## src/rtl/count_capture_pkg.sv

```systemverilog
// count_capture_pkg: shared sizing and entry layout for the counter capture
// block. A stored entry is packed as {first, stamp, delta}, MSB to LSB.
package count_capture_pkg;

  localparam int CNT_W_DEF = 32;
  localparam int DEPTH_DEF = 4;
  localparam int ENTRY_W   = 2 * CNT_W_DEF + 1;

  // Field layout helpers, usable with any counter width.
  function automatic int entry_w(input int cnt_w);
    return 2 * cnt_w + 1;
  endfunction

  function automatic int delta_lsb(input int cnt_w);
    return 0 * cnt_w;
  endfunction

  function automatic int stamp_lsb(input int cnt_w);
    return cnt_w;
  endfunction

  function automatic int first_bit(input int cnt_w);
    return 2 * cnt_w;
  endfunction

endpackage

```

## src/rtl/sync_fifo_fwft.sv

```systemverilog
// sync_fifo_fwft: first-word-fall-through circular buffer.
//   clk, rst      : clock, async active-high reset
//   clear_i       : synchronous flush; overrides push_i/pop_i
//   push_i, din_i : write request and data (dropped when full without a pop)
//   pop_i         : remove head entry (ignored when empty)
//   dout_o        : head entry; holds the last shown value while empty
//   count_o       : number of stored entries, 0..DEPTH
module sync_fifo_fwft #(
  parameter int W     = 8,
  parameter int DEPTH = 4,
  parameter int CW    = 3
) (
  input  logic          clk,
  input  logic          rst,
  input  logic          clear_i,
  input  logic          push_i,
  input  logic          pop_i,
  input  logic [W-1:0]  din_i,
  output logic [W-1:0]  dout_o,
  output logic [CW-1:0] count_o
);

  localparam int AW = $clog2(DEPTH);
  localparam logic [AW:0] ONE = (AW+1)'(1);

  // Pointers carry one extra wrap bit so full and empty are distinguishable.
  logic [AW:0]  wr_q, rd_q, used;
  logic [W-1:0] mem_q [DEPTH];
  logic [W-1:0] hold_q;
  logic         empty, full, pop_ok, push_ok;

  assign used    = wr_q - rd_q;
  assign empty   = (used == '0);
  assign full    = (used == (AW+1)'(DEPTH));
  assign pop_ok  = pop_i & ~empty & ~clear_i;
  assign push_ok = push_i & (~full | pop_ok) & ~clear_i;
  assign count_o = CW'(used);

  assign dout_o = empty ? hold_q : mem_q[rd_q[AW-1:0]];

  always_ff @(posedge clk or posedge rst) begin
    if (rst) begin
      wr_q   <= '0;
      rd_q   <= '0;
      hold_q <= '0;
    end else begin
      hold_q <= dout_o;
      if (clear_i) begin
        wr_q <= '0;
        rd_q <= '0;
      end else begin
        if (push_ok) wr_q <= wr_q + ONE;
        if (pop_ok)  rd_q <= rd_q + ONE;
      end
    end
  end

  // Storage needs no reset: it is only read while non-empty.
  always_ff @(posedge clk) begin
    if (push_ok) mem_q[wr_q[AW-1:0]] <= din_i;
  end

endmodule

```

## src/rtl/count_capture.sv

```systemverilog
// count_capture: samples a free-running counter on rising edges of event_in,
// computes the elapsed count since the previous stored capture and queues
// {first, stamp, delta} entries on a valid/ready stream.
//   clk, rst            : clock, async active-high reset
//   cnt_in              : free-running counter value
//   event_in            : event level; capture on its rising edge
//   clear               : flush the queue, clear overflow, re-arm first
//   out_valid/out_ready : output handshake (first-word-fall-through)
//   out_stamp/out_delta : head entry counter sample and elapsed count
//   out_first           : head entry is first since reset/clear (delta 0)
//   overflow            : sticky, a capture was dropped
//   level               : stored entry count
module count_capture
  import count_capture_pkg::*;
#(
  parameter int CNT_W = CNT_W_DEF,
  parameter int DEPTH = DEPTH_DEF,
  parameter int LVL_W = 3
) (
  input  logic             clk,
  input  logic             rst,
  input  logic [CNT_W-1:0] cnt_in,
  input  logic             event_in,
  input  logic             clear,
  output logic             out_valid,
  input  logic             out_ready,
  output logic [CNT_W-1:0] out_stamp,
  output logic [CNT_W-1:0] out_delta,
  output logic             out_first,
  output logic             overflow,
  output logic [LVL_W-1:0] level
);

  localparam int EW = entry_w(CNT_W);
  localparam int DL = delta_lsb(CNT_W);
  localparam int SL = stamp_lsb(CNT_W);
  localparam int FB = first_bit(CNT_W);

  logic             event_q, armed_q, overflow_q;
  logic             armed_d, overflow_d;
  logic [CNT_W-1:0] last_q, last_d;
  logic             rise, pop, push, full;
  logic [EW-1:0]    din, dout;

  assign rise = event_in & ~event_q & ~clear;
  assign full = (level == LVL_W'(DEPTH));
  // Derived from the registered count only, so out_ready never reaches out_valid.
  assign out_valid = (level != '0);
  assign pop  = out_valid & out_ready & ~clear;
  // A full queue still takes the capture when the head leaves this cycle.
  assign push = rise & (~full | pop);

  always_comb begin
    din             = '0;
    din[FB]         = armed_q;
    din[SL +: CNT_W] = cnt_in;
    din[DL +: CNT_W] = armed_q ? '0 : cnt_in - last_q;
  end

  always_comb begin
    armed_d    = armed_q;
    overflow_d = overflow_q;
    last_d     = last_q;
    if (clear) begin
      armed_d    = 1'b1;
      overflow_d = 1'b0;
    end else if (push) begin
      armed_d = 1'b0;
      last_d  = cnt_in;
    end else if (rise) begin
      // Dropped capture leaves the delta chain untouched.
      overflow_d = 1'b1;
    end
  end

  always_ff @(posedge clk or posedge rst) begin
    if (rst) begin
      event_q    <= 1'b1;
      armed_q    <= 1'b1;
      overflow_q <= 1'b0;
      last_q     <= '0;
    end else begin
      event_q    <= event_in;
      armed_q    <= armed_d;
      overflow_q <= overflow_d;
      last_q     <= last_d;
    end
  end

  sync_fifo_fwft #(.W(EW), .DEPTH(DEPTH), .CW(LVL_W)) u_fifo (
    .clk     (clk),
    .rst     (rst),
    .clear_i (clear),
    .push_i  (push),
    .pop_i   (pop),
    .din_i   (din),
    .dout_o  (dout),
    .count_o (level)
  );

  assign overflow  = overflow_q;
  assign out_first = dout[FB];
  assign out_stamp = dout[SL +: CNT_W];
  assign out_delta = dout[DL +: CNT_W];

endmodule

```

## config.mk

```make
export PLATFORM = sky130hd
export DESIGN_NAME = count_capture
export DESIGN_NICKNAME = d
export VERILOG_FILES = /design/src/rtl/count_capture_pkg.sv /design/src/rtl/sync_fifo_fwft.sv /design/src/rtl/count_capture.sv
export SDC_FILE = /design/constraint.sdc
export NUM_CORES = 1
export LEC_CHECK = 0
export ABC_AREA = 1
export CAP_MARGIN = 30
export CORE_MARGIN = 1
export CORE_UTILIZATION = 57
export CTS_CLUSTER_SIZE = 10
export DETAILED_ROUTE_END_ITERATION = 10
export DONT_BUFFER_PORTS = 1
export PLACE_DENSITY = 0.75
export SYNTH_ARGS = -nofsm -noshare
export SYNTH_HDL_FRONTEND = slang
export SYNTH_SLANG_ARGS = --single-unit
```

## constraint.sdc

```tcl
create_clock -name clk -period 5 [get_ports clk]
set_clock_uncertainty 0.05 [all_clocks]
set_input_delay 0.25 -clock clk [delete_from_list [all_inputs] [get_ports clk]]
set_output_delay 0.25 -clock clk [all_outputs]
set_load 0.1 [all_outputs]
```

==> impl_metrics.yaml <==
hold_path:
  hold_path_class: "in2reg"
die:
  boundaryPins: 107
  die_h_um: 172
  num_rows: 61
  core-area_um2: 28100
  initial_core_util_pct: 58.6
  die-area_um2: 29600
  die_w_um: 172
clocking:
  clock_tree.root_cell: "clkbuf_16"
  clock_path_buffers: 3
  cts.sinks: 366
  cts_tree: "done"
  insertion_delay_ns: 0.53
  numCtsBuffers: 43
  post_cts_buffers: 0
  htree_levels: 2
  path_clk_slew_ns: 0.05
route:
  routed.top_layer: "met4"
  route.met2.wl_um: 19200
  wl_per_cell_um: 17.3
  met1_length_um: 15500
  drt_first_pass_iters: 7
  route.met3.wl_um: 1850
  postRouteAntennaNets: 0
  drc_errors: 0
  drtIter0Drc: 903
  wirelength_um: 37500
  vias: 11500
  drt-vias-per-instance: 5.34
global_routing:
  grt_max_degree: 133
  antenna_found_initial: 0
  grt_pass1_wl_um: 59200
  grt_remaining_overflow: 0
  first_global_vias: 11300
  grt_usage_pct: 26.1
timing:
  post-route-min-period_ns: 3.75
  hold_viol: 0
  timing.final.max_slew_violations: 0
  hold_slack_ns: 0.0437
  final.period_utilization_pct: 75.1
  setup-violations-final: 0
  rsz0062_at_grt: "false"
  fin_ws_ns: 1.25
  relSlewSlack_pct: 35.4
  tightest_slew_ns: 0.968
  fmax_ghz: 0.266
setup_path:
  crit_path_end_kind: "primary output"
  crit_buf_inv: 3
  critPathMaxFanout: 72
  startpoint_type: "flip-flop"
  cp_top_family: "buffers and inverters"
  cp.arrival_ns: 3.45
  required_ns: 4.70
  worstSetupPathType: "reg2out"
  max_stage_delay_ns: 0.44
  crit_slowest_cell: "fa_1"
  path_cells: "inv_1 -> ha_1 -> fa_1 -> xnor2_1 -> nand2_8 -> buf_16 -> a31oi_2 -> buf_4"
placement:
  pre_cts_slack_ns: 1.48
  gp_congestion: 0.864
  place_inst: 2044
  post-dp-hpwl_um: 22900
  portBuffers: 0
finish:
  syn2layout_area_growth_pct: 17.7
  final_nets: 1824
  mostFrequentLayoutCells: "nor2_1 (399), nand2_1 (265), edfxtp_1 (260)"
  n_fill_cell: 2095
  layout_commonest_cell: "nor2_1"
  drive_gt1_share_pct: 13.7
  finalNonFillerCells: 2160
  antenna_cells: 0
synth:
  postSynthCellCount: 1653
  synth-seq-cells: 366
  synth_area_leaders: "edfxtp_1 (47%), dfrtp_1 (16%), nor2_1 (9.2%)"
  ys_types: 33
  synth_area_leader_cell: "edfxtp_1"
  ys.warnings.count: 0
  syn_avg_cell_area_um2: 9.96
  ys_seq_area_share_pct: 63.6
  syn_area_um2: 16500
  synth_top_area_share_pct: 47.4
  syn_nets: 1729
outcome:
  status: "finished clean"
flow_run:
  drv_cap: 0
cell families (layout without fill, tap and decap cells):
logic type | after synthesis | in the layout | synth area share [%]
flops | 366 | 366 | 63.6
compound gates | 279 | 279 | 9.76
buf+inv | 235 | 364 | 5.98
simple gates | 725 | 725 | 17.1
fa+ha+maj | 39 | 39 | 3.06
xor+xnor | 9 | 9 | 0.525
synthesized netlist by cell type (all sizes together):
master and number:
o21ai 175, xnor2 5, dfstp 2, inv 167
o211ai 1, ha 37, fa 2, and2 9
nand3b 1, clkbuf 29, a21oi 35, a31oi 65
o21bai 2, nand4 4, buf 39, nor2 403
xor2 4, nand3 29, a21o 1, nand2 268
edfxtp 260, dfrtp 104, nor3 11
metal layers:
layer	vias up	GRT usage (%)
met5	-	0
met4	0	7.81
met2	293	46.8
li1	5682	-
met3	64	3.73
met1	5494	32.8
repair_timing:
action                    CTS  global route
hold buffers               36             0
resized for setup           0             0
hold endpoints to repair  205             0
path summary, 6_finish.rpt:
check	start	to	slack (ns)	cells after the start
min in group asynchronous	rst	u_fifo.hold_q[37]	0.21	2
worst max-delay path	u_fifo.wr_q[0]	out_delta[17]	1.25	8
worst min register to register	last_q[0]	last_q[0]	0.46	2
worst min-delay path	clear	overflow	0.04	4
worst max register to register	u_fifo.wr_q[0]	u_fifo.mem_q[0][11]	1.49	9
max in group asynchronous	rst	u_fifo.hold_q[30]	3.81	3
registers in the layout (all words and copies together) (netlist names):
signal and flops:
armed_q 1, event_q 1, last_q 32, overflow 1
u_fifo.hold_q 65, u_fifo.mem_q 260, u_fifo.rd_q 3, u_fifo.wr_q 3
layout make-up:
cell class | count | area [um^2] | area share, %
Clock inverter | 2 | 35.0 | 0.181
Clock buffer | 77 | 1280 | 6.59
Sequential cell | 366 | 10500 | 54.0
Tap cell | 378 | 473 | 2.44
Timing Repair Buffer | 118 | 1020 | 5.27
Multi-Input combinational cell | 1052 | 5460 | 28.2
Inverter | 167 | 634 | 3.28
per-stage QoR:
step | TNS, ns | utilization [%] | cell area [um^2]
after floorplan | -52.53 | - | 16500
after global placement | 0 | 62.8 | 17600
after detailed placement | 0 | 62.9 | 17700
after CTS | 0 | 68.9 | 19300
after global routing | 0 | 69.0 | 19400
final | 0 | 69.0 | 19400
worst reg2reg max path: stages (launching register included):
cell and delay, ns:
dfrtp_1 0.38, inv_1 0.13, ha_1 0.21, fa_1 0.44, xor2_2 0.20, buf_4 0.24
o211ai_2 0.12, nand2_2 0.28, nor2_4 0.79, buf_12 0.32
Power is not shown: default switching activity piles up to over one toggle a cycle in this logic, so the estimate is an artifact.
